[src/rtl/islip_arb_multi.sv]
// islip_arb_multi: multi-iteration iSLIP crossbar arbiter with round-robin grant/accept pointers
module islip_arb_multi #(
    parameter int PORT_NUM   = 4,
    parameter int ITER_NUM   = 2,
    parameter bit EARLY_EXIT = 1
) (
    input  logic                         clk,
    input  logic                         rst,
    input  logic                         arb_valid_in,
    output logic                         arb_ready_in,
    input  logic [PORT_NUM*PORT_NUM-1:0] rx_req_vect,
    input  logic [PORT_NUM-1:0]          tx_rdy_vect,
    output logic                         arb_valid_out,
    input  logic                         arb_ready_out,
    output logic [PORT_NUM*PORT_NUM-1:0] arb_vect
);
    localparam int N  = PORT_NUM;
    localparam int NN = N * N;
    localparam int PW = $clog2(N);
    localparam int CW = ITER_NUM > 1 ? $clog2(ITER_NUM) : 1;

    typedef enum logic [3:0] {
        IDLE = 4'b0001,
        GRNT = 4'b0010,
        ACPT = 4'b0100,
        WAIT = 4'b1000
    } state_t;

    state_t              state;
    logic [NN-1:0]       req_q, match_q, grant_q, eff, grant_d, acc;
    logic [N-1:0]        rdy_q, in_free, out_free;
    logic [N-1:0][PW-1:0] g_ptr, a_ptr;
    logic [CW-1:0]       cnt;

    // First set bit of v scanning p, p+1, ... modulo N
    function automatic logic [N-1:0] rr_pick(input logic [N-1:0] v, input logic [PW-1:0] p);
        int idx;
        rr_pick = '0;
        for (int k = N - 1; k >= 0; k--) begin
            idx = int'(p) + k;
            if (idx >= N) idx = idx - N;
            if (v[idx]) begin
                rr_pick      = '0;
                rr_pick[idx] = 1'b1;
            end
        end
    endfunction

    assign arb_ready_in  = state == IDLE;
    assign arb_valid_out = state == WAIT;

    always_comb begin
        logic [N-1:0] col, pick;
        col      = '0;
        pick     = '0;
        in_free  = '0;
        out_free = '1;
        eff      = '0;
        grant_d  = '0;
        acc      = '0;
        for (int i = 0; i < N; i++) begin
            in_free[i] = ~|match_q[i*N +: N];
            for (int j = 0; j < N; j++)
                if (match_q[i*N+j]) out_free[j] = 1'b0;
        end
        for (int i = 0; i < N; i++)
            for (int j = 0; j < N; j++)
                eff[i*N+j] = req_q[i*N+j] & rdy_q[j] & in_free[i] & out_free[j];
        for (int j = 0; j < N; j++) begin
            for (int i = 0; i < N; i++) col[i] = eff[i*N+j];
            pick = rr_pick(col, g_ptr[j]);
            for (int i = 0; i < N; i++) grant_d[i*N+j] = pick[i];
        end
        for (int i = 0; i < N; i++) acc[i*N +: N] = rr_pick(grant_q[i*N +: N], a_ptr[i]);
    end

    always_ff @(posedge clk) begin
        if (rst) begin
            state    <= IDLE;
            cnt      <= '0;
            g_ptr    <= '0;
            a_ptr    <= '0;
            req_q    <= '0;
            rdy_q    <= '0;
            grant_q  <= '0;
            match_q  <= '0;
            arb_vect <= '0;
        end else begin
            case (state)
                IDLE: if (arb_valid_in) begin
                    req_q   <= rx_req_vect;
                    rdy_q   <= tx_rdy_vect;
                    match_q <= '0;
                    cnt     <= '0;
                    state   <= GRNT;
                end
                GRNT: begin
                    grant_q <= grant_d;
                    state   <= ACPT;
                end
                ACPT: begin
                    match_q <= match_q | acc;
                    // Pointers advance only on first-iteration accepts to avoid starvation
                    if (cnt == '0)
                        for (int i = 0; i < N; i++)
                            for (int j = 0; j < N; j++)
                                if (acc[i*N+j]) begin
                                    a_ptr[i] <= (j == N - 1) ? '0 : PW'(j + 1);
                                    g_ptr[j] <= (i == N - 1) ? '0 : PW'(i + 1);
                                end
                    if (int'(cnt) < ITER_NUM - 1 && !(EARLY_EXIT && acc == '0)) begin
                        cnt   <= cnt + 1'b1;
                        state <= GRNT;
                    end else begin
                        arb_vect <= match_q | acc;
                        state    <= WAIT;
                    end
                end
                WAIT: if (arb_ready_out) state <= IDLE;
                default: state <= IDLE;
            endcase
        end
    end
endmodule

[config.mk]
export PLATFORM = sky130hd
export DESIGN_NAME = islip_arb_multi
export DESIGN_NICKNAME = d
export VERILOG_FILES = /design/src/rtl/islip_arb_multi.sv
export SDC_FILE = /design/constraint.sdc
export NUM_CORES = 1
export LEC_CHECK = 0
export CORE_MARGIN = 8
export CORE_UTILIZATION = 45
export CTS_CLUSTER_DIAMETER = 150
export DETAILED_ROUTE_END_ITERATION = 10
export HOLD_SLACK_MARGIN = 0.02
export PLACE_DENSITY = 0.75
export SLEW_MARGIN = 30
export SYNTH_ARGS = -nofsm -noshare
export SYNTH_HDL_FRONTEND = slang
export SYNTH_SLANG_ARGS = --single-unit
[constraint.sdc]
create_clock -name clk -period 6.36 [get_ports clk]
set_clock_uncertainty 0.05 [all_clocks]
set_input_delay 0.636 -clock clk [delete_from_list [all_inputs] [get_ports clk]]
set_output_delay 0.636 -clock clk [all_outputs]
set_load 0.05 [all_outputs]
* After elaboration in Yosys (flattened, before gate mapping) *
Cells that the tools add are included.

storage, ports and cells
  bits in registers = 89
  latch bits = 0
  memory bits (writable) = 0
  ROM bits = 0
  memories = 0

operators by class
  add/subtract/negate cells = 57
  $mul = 0
  divide/modulo/power cells = 0
  $lt $le $gt $ge = 97
  equality and inequality tests = 7
  shift operators = 0
  mux-type cells = 280
  bitwise logic cells = 51
  reduce and logical (&&, ||, !) cells = 65

operator list
  cell                                                                            number
  32-bit by 1-bit >= comparator with 1-bit output (second input constant)         32
  32-bit by 4-bit less-than comparator with 1-bit output (second input constant)  32
  32-bit two-way mux                                                              32
  4-bit two-way mux                                                               35
  1-bit two-way mux                                                               114
  3-bit by 3-bit subtractor with 4-bit output (second input constant)             24
  3-bit >= comparator (second input constant)                                     24
  1-bit binary-select mux with 2-bit select                                       32
  1-bit demux with 2-bit select                                                   32
  2-bit two-way mux                                                               31
  2-bit by 2-bit adder with 3-bit output (second input constant)                  16
  1-bit AND                                                                       48
  1-bit logical AND                                                               33
  16-bit one-hot mux with 2 select lines                                          1
  4-bit nonzero test                                                              8
  2-bit by 3-bit subtractor with 4-bit output (second input constant)             8
  3-bit AND reduction                                                             9
  2-bit by 1-bit adder with 3-bit output (second input constant)                  8
  2-bit by 3-bit >= comparator with 1-bit output (second input constant)          8
  16-bit logical NOT                                                              1
  16-bit two-way mux                                                              1
  16-bit OR                                                                       1
  4-bit one-hot mux with 4 select lines                                           1
  4-bit OR reduction                                                              4
  13 further kinds                                                                22

* Longest topological paths before layout *
Gate-level depths: netlist (run 1).

  word-level depth = 16
  depth in mapped cells = 12
  mapped depth without buffers = 10

* Worst setup path after synthesis (run 1) *
No wires, ideal clock.

  path kind = register -> register
  start point = register state[0]
  end point = register match_q[12]
  data arrival time = 3.340 ns
  slack = 2.842 ns
  stages on the path, launching flop included = 6
  path buffers = 1
  clock period less this slack = 3.518 ns
  cells stage by stage = dfxtp_1 > nor4b_1 > nand2_1 > clkbuf_1 > a22oi_1 > nor2_1

between the ends
  longest elaborated chain between the ends = 3
  elaborated cells on any way between the ends = 6
  classes of those cells = eq/ne: 3; mux: 1; reduce/logical: 2

ends and longest elaborated chain
  item                                                                         RTL line  RTL
  start: declaration                                                           29        state_t state;
  start signal: assignment                                                     79        state <= IDLE;
  start signal: assignment                                                     95        state <= GRNT;
  start signal: assignment                                                     99        state <= ACPT;
  4-bit by 1-bit == test with 1-bit output *                                   n/a
  named net arb_ready_in                                                       10        output logic arb_ready_in,
  2-bit != test (no source line) / 2-bit nonzero test (equally long branches)  n/a
  2-bit AND reduction (no source line)                                         n/a
  end signal: assignment                                                       102       match_q <= match_q | acc;
  end: declaration                                                             30        logic [NN-1:0] req_q, match_q, grant_q, eff, grant_d, acc;

Mark *: on every way through the listed nets, which the timed path passes. The rest lies on a longest branch.
A chain may end at the register's enable or synchronous reset.

* Worst setup path after layout (run 1) *
  start point = register a_ptr[4] (netlist name)
  end point = register arb_vect[9]

between the ends
  longest elaborated chain between the ends = 16
  elaborated cells on any way between the ends = 57
  classes of those cells = add/sub: 7; order compare: 12; mux: 28; bitwise: 2; reduce/logical: 8

ends and longest elaborated chain
  item                                                                                                                                                    RTL line  RTL
  start: declaration                                                                                                                                      32        logic [N-1:0][PW-1:0] g_ptr, a_ptr;
  start signal: indexed assignment                                                                                                                        108       a_ptr[i] <= (j == N - 1) ? '0 : PW'(j + 1);
  2-bit by 2-bit adder with 3-bit output                                                                                                                  40        idx = int'(p) + k;
  3-bit by 3-bit subtractor with 4-bit output / 3-bit >= comparator (equally long branches)                                                               41        if (idx >= N) idx = idx - N;
  32-bit two-way mux                                                                                                                                      41
  32-bit by 1-bit >= comparator with 1-bit output (implied by the code) / 32-bit by 4-bit less-than comparator with 1-bit output (equally long branches)  44        rr_pick[idx] = 1'b1;
  1-bit logical AND (implied by the code)                                                                                                                 44
  1-bit two-way mux (implied by the code)                                                                                                                 44
  1-bit demux with 2-bit select                                                                                                                           44
  4-bit two-way mux (3 in a row)                                                                                                                          42        if (v[idx]) begin
  4-bit two-way mux *                                                                                                                                     42
  16-bit logical NOT                                                                                                                                      111       if (int'(cnt) < ITER_NUM - 1 && !(EARLY_EXIT && acc == '0)) begin
  1-bit logical NOT                                                                                                                                       111
  1-bit logical AND                                                                                                                                       111
  1-bit NOT (no source line)                                                                                                                              n/a
  2-bit AND reduction (no source line)                                                                                                                    n/a
  end signal: assignment                                                                                                                                  115       arb_vect <= match_q | acc;
  end: declaration                                                                                                                                        15        output logic [PORT_NUM*PORT_NUM-1:0] arb_vect

Every way passes the cells marked *; elsewhere a longest branch is shown, timed or not. The select of a mux whose other input is x is not followed.

==> summary.log, run 1 <==
INFO  layout         layout-area-overhead-vs-synth=13.9%
INFO  run            maxCapViolCount=0
INFO  route          wl_per_cell=17.1um
INFO  layout         antenna_cells_inserted=0
INFO  clock_tree     cts.htree.levels=3
INFO  layout         stdcell_count=937
INFO  route          remaining_drc_errors=0
INFO  yosys          netlist.area_leader.share=28.3%
INFO  layout         layout.nets=839
INFO  worst_setup_path reg2reg_setup_slack=2210ps
INFO  route          route.vias.total=5,605
INFO  floorplanning  placement_rows=43
INFO  layout         fillCellCount=1,321
INFO  yosys          post_synth_instance_area=0.00629mm2
INFO  worst_setup_path crit_required=6570ps
INFO  global_routing number_of_antenna_violations_at_the_first_check_in_global_routing=0
INFO  power_and_ir_drop power.share.switching=29.9%
INFO  yosys          synth_cells=722
INFO  worst_setup_path timing_worst_setup_path_type=flip-flop to flip-flop
INFO  power_and_ir_drop net_switching_power=0.000415W
INFO  yosys          post-synth-top-count-cell=sky130_fd_sc_hd__a21oi_1
INFO  worst_hold_path holdPathEnd=rdy_q[0]
INFO  power_and_ir_drop max-vdd-ir-drop=158uV
INFO  clock_tree     tritoncts_clock_tree=built
INFO  clock_tree     cts_resized=0
INFO  yosys          synthFlopType=sky130_fd_sc_hd__dfxtp_1
INFO  power_and_ir_drop power.sequential.fraction=44.3%
INFO  place          place_hpwl=11,500um
INFO  floorplanning  fp.dieArea=0.0180mm2
INFO  worst_hold_path worstHoldPathType=flip-flop to flip-flop
INFO  clock_tree     insertion_delay=350ps
INFO  timing         slew_viol_final=0
INFO  worst_setup_path crit_path_start=a_ptr[4]
INFO  yosys          ys.warnings.count=0
INFO  worst_setup_path timing.critical_path.max_delay_family=compound AO/OA/AOI/OAI gates
INFO  timing         least_margin_pin_slew=1050ps
INFO  yosys          synth-edff-count=0
INFO  yosys          yosysTopAreaCell=sky130_fd_sc_hd__dfxtp_1
INFO  worst_setup_path number_of_buffers_and_inverters_on_the_critical_path=1
INFO  status         status=finished clean
INFO  route          first_pass_iters=5
INFO  worst_setup_path worst_r2r_path_cells=10
INFO  yosys          yosysUniqueCellTypes=56
INFO  global_routing grt_pass1_wl=26,300um
INFO  timing         timing.final.hold_violations=0
INFO  power_and_ir_drop clock_power_share=38.1%
INFO  route          drt_iter0_drc=505
INFO  yosys          syn-num-nets=809
INFO  floorplanning  num_io_pins=42
INFO  clock_tree     numCtsBuffers=9
INFO  worst_setup_path critical_path.reg2reg.endpoint=arb_vect[9]
INFO  timing         slew_headroom=29.2%
INFO  place          placement.io_buffers=41
INFO  worst_hold_path hold-path-cell-count=2
INFO  worst_hold_path worst_hold_startpoint=rdy_q[0]
INFO  power_and_ir_drop power_density=194mW/mm2
INFO  route          drtAntennaViolNets=0
INFO  place          dp_cells=921
INFO  floorplanning  die-height=134um
INFO  clock_tree     clockBufferDepth=2
INFO  floorplanning  fp.coreArea=0.0138mm2
INFO  worst_setup_path peak_fanout_along_the_critical_path=33
INFO  clock_tree     path_clk_slew=70ps
INFO  yosys          synth_top_cells_by_area=sky130_fd_sc_hd__dfxtp_1, sky130_fd_sc_hd__ha_1, sky130_fd_sc_hd__a21oi_1
INFO  route          avgViaCountPerCell=5.98
INFO  timing         period_needed=4150ps
INFO  layout         post_route_cells_drive_above_1_share=9.78%
INFO  global_routing grt_remaining_overflow=0
INFO  yosys          synth.avg_cell_area=8.71um2
INFO  power_and_ir_drop power_report.internal_total=0.000974W
INFO  power_and_ir_drop leakage=2.62nW
INFO  yosys          yosysSeqAreaShare=28.3%
INFO  timing         fin_setup_tns=0ps
INFO  timing         timing.final.setup_violations=0
INFO  place          gp_congestion=0.913
INFO  global_routing grt_usage=17.7%
INFO  worst_setup_path cp-end-kind=flip-flop
INFO  clock_tree     clock_sink_count=89
INFO  worst_setup_path regToRegStartpoint=a_ptr[4]
INFO  floorplanning  floorplan.die.width=134um
INFO  power_and_ir_drop share_comb_of_total_power=17.5%
INFO  timing         rsz0062_at_grt=false
INFO  floorplanning  initial_core_utilization=45.7%
INFO  worst_setup_path cpMaxStageDelayCell=sky130_fd_sc_hd__dfxtp_1
INFO  worst_setup_path critical_path_arrival=4360ps
INFO  yosys          synthTopCellsByCount=sky130_fd_sc_hd__a21oi_1, sky130_fd_sc_hd__dfxtp_1, sky130_fd_sc_hd__ha_1, sky130_fd_sc_hd__nor2_1, sky130_fd_sc_hd__nand2_1
INFO  clock_tree     hold_buffers=0
INFO  clock_tree     cts.root.buffer_cell=sky130_fd_sc_hd__clkbuf_16
INFO  yosys          synth-async-reset-ratio=0%
INFO  worst_setup_path ordered_list_of_cells_on_the_worst_path=inv_1 -> ha_1 -> mux4_2 -> a211o_1 -> o221ai_1 -> nand2_1 -> nor4_2 -> a31o_4 -> a21oi_1 -> a311oi_2
INFO  global_routing grt_pass1_vias=5,171
INFO  route          wirelength=16,000um
INFO  clock_tree     cts.repair_timing.setup_buffer_count=0
INFO  timing         maxClockFrequency=241MHz
INFO  timing         timing.final.crit_share=65.2%
INFO  worst_setup_path cpPeakStageDelay=590ps
INFO  yosys          yosys_register_bits=89
INFO  global_routing largest_net_degree_at_the_start_of_global_routing=86
INFO  worst_setup_path timing.critical_path.from_type=flip-flop
## metal layers
metal,global-route usage [%],vias to the layer above,wire (um)
li1,-,2755,-
met1,23.5,2655,7390
met2,28.2,175,7480
met3,3.48,20,900
met4,5.55,0,256
met5,0,-,0
## layout make-up
| cell class | count | area, um2 | share of cell area (%) |
|---|---|---|---|
| clock inverter | 7 | 70.1 | 0.978 |
| tap | 180 | 225 | 3.14 |
| timing repair buffer | 51 | 482 | 6.73 |
| clock buffer | 9 | 225 | 3.14 |
| multi-input combinational | 564 | 4240 | 59.2 |
| sequential | 89 | 1780 | 24.9 |
| inverter | 37 | 139 | 1.94 |
## sequential cells by signal, summed over array words and instances, names as in the netlist
| register | cells |
|---|---|
| req_q | 16 |
| match_q | 16 |
| cnt | 1 |
| grant_q | 16 |
| a_ptr | 8 |
| arb_vect | 16 |
| g_ptr | 8 |
| state | 4 |
| rdy_q | 4 |
## power by group through the flow
| stage | registers (W) | clock network (W) | logic (W) |
|---|---|---|---|
| floorplan | 0.000629 | 0 | 0.000177 |
| global placement | 0.000626 | 0 | 0.000240 |
| detailed placement | 0.000627 | 0 | 0.000242 |
| CTS | 0.000615 | 0.000539 | 0.000244 |
| global route | 0.000620 | 0.000565 | 0.000268 |
| finish | 0.000616 | 0.000530 | 0.000243 |
## worst min-delay path: stages (launching register included)
cell and delay, ps:
sky130_fd_sc_hd__dfxtp_1 310, sky130_fd_sc_hd__nand2_1 50, sky130_fd_sc_hd__a21oi_1 50
## stage by stage
step	setup slack (ps)	hold slack (ps)	power, W	area [um2]	util (%)
2_1_floorplan	2840	387	0.000807	6290	-
3_3_place_gp	2380	395	0.000866	6840	49.6
3_5_place_dp	2230	398	0.000870	6850	49.8
4_1_cts	2220	406	0.00140	7150	51.9
5_1_grt	1890	423	0.00145	7160	52.0
6_report	2210	408	0.00139	7160	52.0
## placed cells by master (no fill, tap or decap), types with 3 or more instances in the layout
cell / netlist / final
sky130_fd_sc_hd__a21oi_1: 99 / 99
sky130_fd_sc_hd__dfxtp_1: 89 / 89
sky130_fd_sc_hd__nor2_1: 63 / 63
sky130_fd_sc_hd__ha_1: 63 / 63
sky130_fd_sc_hd__nand2_1: 59 / 59
sky130_fd_sc_hd__clkdlybuf4s50_1: 0 / 40
sky130_fd_sc_hd__inv_1: 37 / 37
sky130_fd_sc_hd__nand3_1: 33 / 33
sky130_fd_sc_hd__mux2i_1: 24 / 24
sky130_fd_sc_hd__o21ai_0: 23 / 23
sky130_fd_sc_hd__a22oi_1: 19 / 19
sky130_fd_sc_hd__nor4b_1: 16 / 15
sky130_fd_sc_hd__mux4_2: 14 / 14
sky130_fd_sc_hd__a211oi_1: 14 / 14
sky130_fd_sc_hd__a311oi_2: 13 / 13
sky130_fd_sc_hd__a22o_1: 12 / 12
sky130_fd_sc_hd__nand2b_1: 10 / 10
sky130_fd_sc_hd__a211o_1: 9 / 9
sky130_fd_sc_hd__clkbuf_16: 0 / 9
sky130_fd_sc_hd__nor3b_1: 8 / 8
sky130_fd_sc_hd__buf_4: 1 / 8
sky130_fd_sc_hd__nand3b_1: 7 / 7
sky130_fd_sc_hd__nor4_1: 9 / 7
sky130_fd_sc_hd__a21oi_2: 6 / 6
sky130_fd_sc_hd__a221oi_1: 5 / 5
sky130_fd_sc_hd__nor2b_1: 6 / 5
sky130_fd_sc_hd__o221ai_1: 5 / 5
sky130_fd_sc_hd__a21o_1: 5 / 5
sky130_fd_sc_hd__nor3_1: 5 / 5
sky130_fd_sc_hd__a222oi_1: 3 / 3
sky130_fd_sc_hd__a221o_1: 3 / 3
sky130_fd_sc_hd__mux2_2: 3 / 3
sky130_fd_sc_hd__a311oi_1: 3 / 3
sky130_fd_sc_hd__clkinv_2: 0 / 3
## kinds of logic (layout without fill, tap and decap cells)
group	Yosys count	after routing	synth area share [%]
fa+ha+maj	63	63	12.5
compound gates	231	231	25.8
xor+xnor	1	1	0.139
buf+inv	69	104	4.89
mux	43	43	10.2
flops	89	89	28.3
simple gates	226	226	18.1
## worst max-delay path by stage
stage / slack (ps) / endpoint / cells after the start
detailed placement: 2230 / arb_vect[13] / 10
global placement: 2380 / arb_vect[4] / 10
finish: 2210 / arb_vect[9] / 10
global route: 1890 / arb_vect[1] / 10
floorplan: 2840 / match_q[12] / 5
CTS: 2220 / arb_vect[13] / 10
No activity file was read; power rests on OpenSTA's default activity.
==> inputs of run 2 (changes only) <==
==> constraint.sdc (replaced) <==
create_clock -name clk -period 4.3 [get_ports clk]
set_clock_uncertainty 0.05 [all_clocks]
set_input_delay 0.43 -clock clk [delete_from_list [all_inputs] [get_ports clk]]
set_output_delay 0.43 -clock clk [all_outputs]
set_load 0.05 [all_outputs]
==> run 2 against run 1 <==
Sequential power up 48%; register-to-register slack worse by 1900 ps; sequential cell count unchanged; design area grew 0.23%; highest routed layer unchanged; count of clock-buffer cells in the layout stayed put; sequential share of layout area decreased by 0.056 points; hold slack better by 1.7 ps; first-iteration DRC count grew 13%; largest cell class unchanged; combinational power up 48%; critical path type unchanged.
==> summary.log, run 2 (synthesis gave the netlist of run 1 again) <==
INFO  clock_tree     hold_buffers=0
INFO  clock_tree     clock_sink_count=89
INFO  floorplanning  placement_rows=43
INFO  place          gp_congestion=0.944
INFO  clock_tree     cts.repair_timing.setup_buffer_count=0
INFO  route          wl_per_cell=17.0um
INFO  clock_tree     path_clk_slew=70ps
INFO  route          first_pass_iters=5
INFO  floorplanning  die-height=134um
INFO  global_routing grt_pass1_wl=26,100um
INFO  global_routing largest_net_degree_at_the_start_of_global_routing=48
INFO  floorplanning  floorplan.die.width=134um
INFO  layout         antenna_cells_inserted=0
INFO  worst_setup_path crit_required=4510ps
INFO  clock_tree     tritoncts_clock_tree=built
INFO  floorplanning  num_io_pins=42
INFO  route          drtAntennaViolNets=0
INFO  worst_setup_path timing_worst_setup_path_type=flip-flop to flip-flop
INFO  timing         slew_headroom=34.8%
INFO  clock_tree     cts.root.buffer_cell=sky130_fd_sc_hd__clkbuf_16
INFO  timing         hold-worst-slack=409ps
INFO  place          placement.io_buffers=41
INFO  floorplanning  fp.dieArea=0.0180mm2
INFO  timing         maxClockFrequency=252MHz
INFO  power_and_ir_drop power.sequential.fraction=45.2%
INFO  place          place_area=0.00690mm2
INFO  worst_setup_path peak_fanout_along_the_critical_path=33
INFO  timing         fin_setup_tns=0ps
INFO  global_routing number_of_antenna_violations_at_the_first_check_in_global_routing=0
INFO  timing         rsz0062_at_grt=false
INFO  global_routing grt_usage=17.6%
INFO  clock_tree     numCtsBuffers=9
INFO  route          route.vias.total=5,629
INFO  layout         fillCellCount=1,323
INFO  route          avgViaCountPerCell=5.96
INFO  route          wirelength=16,100um
INFO  timing         least_margin_pin_slew=970ps
INFO  worst_setup_path cp-end-kind=flip-flop
INFO  timing         slew_viol_final=0
INFO  clock_tree     cts_resized=0
INFO  power_and_ir_drop net_switching_power=0.000627W
INFO  route          remaining_drc_errors=0
INFO  timing         timing.final.setup_violations=0
INFO  power_and_ir_drop max-vdd-ir-drop=294uV
INFO  run            maxCapViolCount=0
INFO  power_and_ir_drop power_report.internal_total=0.00139W
INFO  clock_tree     clockBufferDepth=2
INFO  clock_tree     cts.htree.levels=3
INFO  layout         layout_common_cells=sky130_fd_sc_hd__a21oi_1, sky130_fd_sc_hd__dfxtp_1, sky130_fd_sc_hd__nor2_1, sky130_fd_sc_hd__ha_1, sky130_fd_sc_hd__nand2_1
INFO  place          dp_slack=366ps
INFO  layout         layout.nets=847
INFO  timing         period_needed=3970ps
INFO  status         status=finished clean
INFO  power_and_ir_drop leakage=2.63nW
INFO  timing         final_critical_path_setup_slack=328ps
INFO  worst_setup_path reg2reg_setup_slack=330ps
INFO  power_and_ir_drop fin_total_pwr=0.00201W
INFO  clock_tree     insertion_delay=340ps
INFO  power_and_ir_drop power.share.switching=31.1%
INFO  layout         layout_commonest_cell=sky130_fd_sc_hd__a21oi_1
INFO  power_and_ir_drop clock_power_share=37.0%
INFO  worst_hold_path worstHoldPathType=flip-flop to flip-flop
INFO  layout         finalInstanceArea=0.00718mm2
INFO  power_and_ir_drop power_density=280mW/mm2
INFO  worst_setup_path timing.critical_path.from_type=flip-flop
INFO  power_and_ir_drop share_comb_of_total_power=17.8%
INFO  global_routing grt_remaining_overflow=0
INFO  floorplanning  initial_core_utilization=45.7%
INFO  layout         post_route_cells_drive_above_1_share=10.5%
INFO  route          drt_iter0_drc=570
INFO  place          place_hpwl=11,800um
INFO  timing         timing.final.hold_violations=0
INFO  timing         timing.final.crit_share=92.4%
INFO  worst_setup_path critical_path_arrival=4180ps
INFO  floorplanning  fp.coreArea=0.0138mm2
INFO  layout         layout-area-overhead-vs-synth=14.1%
INFO  global_routing grt_pass1_vias=5,150
run 2: layout make-up:
class | count | area, um2 | share of cell area, %
clock inverter | 7 | 55.1 | 0.767
multi-input combinational | 564 | 4210 | 58.6
tap | 180 | 225 | 3.14
inverter | 37 | 139 | 1.93
timing repair buffer | 59 | 543 | 7.56
clock buffer | 9 | 225 | 3.14
sequential | 89 | 1780 | 24.8
run 2: final timing paths:
check,from,to,cells past startpoint
max,a_ptr[3],arb_vect[9],10
min,rdy_q[2],rdy_q[2],2
max reg2reg,a_ptr[3],arb_vect[9],10
min reg2reg,rdy_q[2],rdy_q[2],2
run 2: metrics by stage:
step                      utilization, %  instances
after floorplan                        -        722
after global placement              50.0        929
after detailed placement            50.1        929
after CTS                           52.1        945
after global routing                52.1        945
final                               52.1        945
run 2: power by group through the flow:
stage,Combinational (W),Sequential (W),Clock [W]
finish,0.000359,0.000910,0.000744
global route,0.000401,0.000918,0.000793
CTS,0.000359,0.000909,0.000753
detailed placement,0.000357,0.000928,0
global placement,0.000354,0.000926,0
floorplan,0.000262,0.000931,0
run 2: critical path, stage by stage, from the launching register on:
cell and delay (ps):
sky130_fd_sc_hd__dfxtp_1 490, sky130_fd_sc_hd__inv_1 150, sky130_fd_sc_hd__ha_1 350, sky130_fd_sc_hd__mux4_2 570
sky130_fd_sc_hd__a211o_1 300, sky130_fd_sc_hd__o221a_4 250, sky130_fd_sc_hd__or3_1 340, sky130_fd_sc_hd__nor4_2 390
sky130_fd_sc_hd__a31o_4 530, sky130_fd_sc_hd__a21oi_1 160, sky130_fd_sc_hd__a311oi_2 270
run 2: layer usage:
| metal | vias to the layer above | global-route usage, % | share of wire, % |
|---|---|---|---|
| li1 | 2769 | - | - |
| met1 | 2651 | 23.0 | 45 |
| met2 | 178 | 28.4 | 46 |
| met3 | 31 | 3.52 | 6.2 |
| met4 | 0 | 5.55 | 2.6 |
| met5 | - | 0 | 0 |
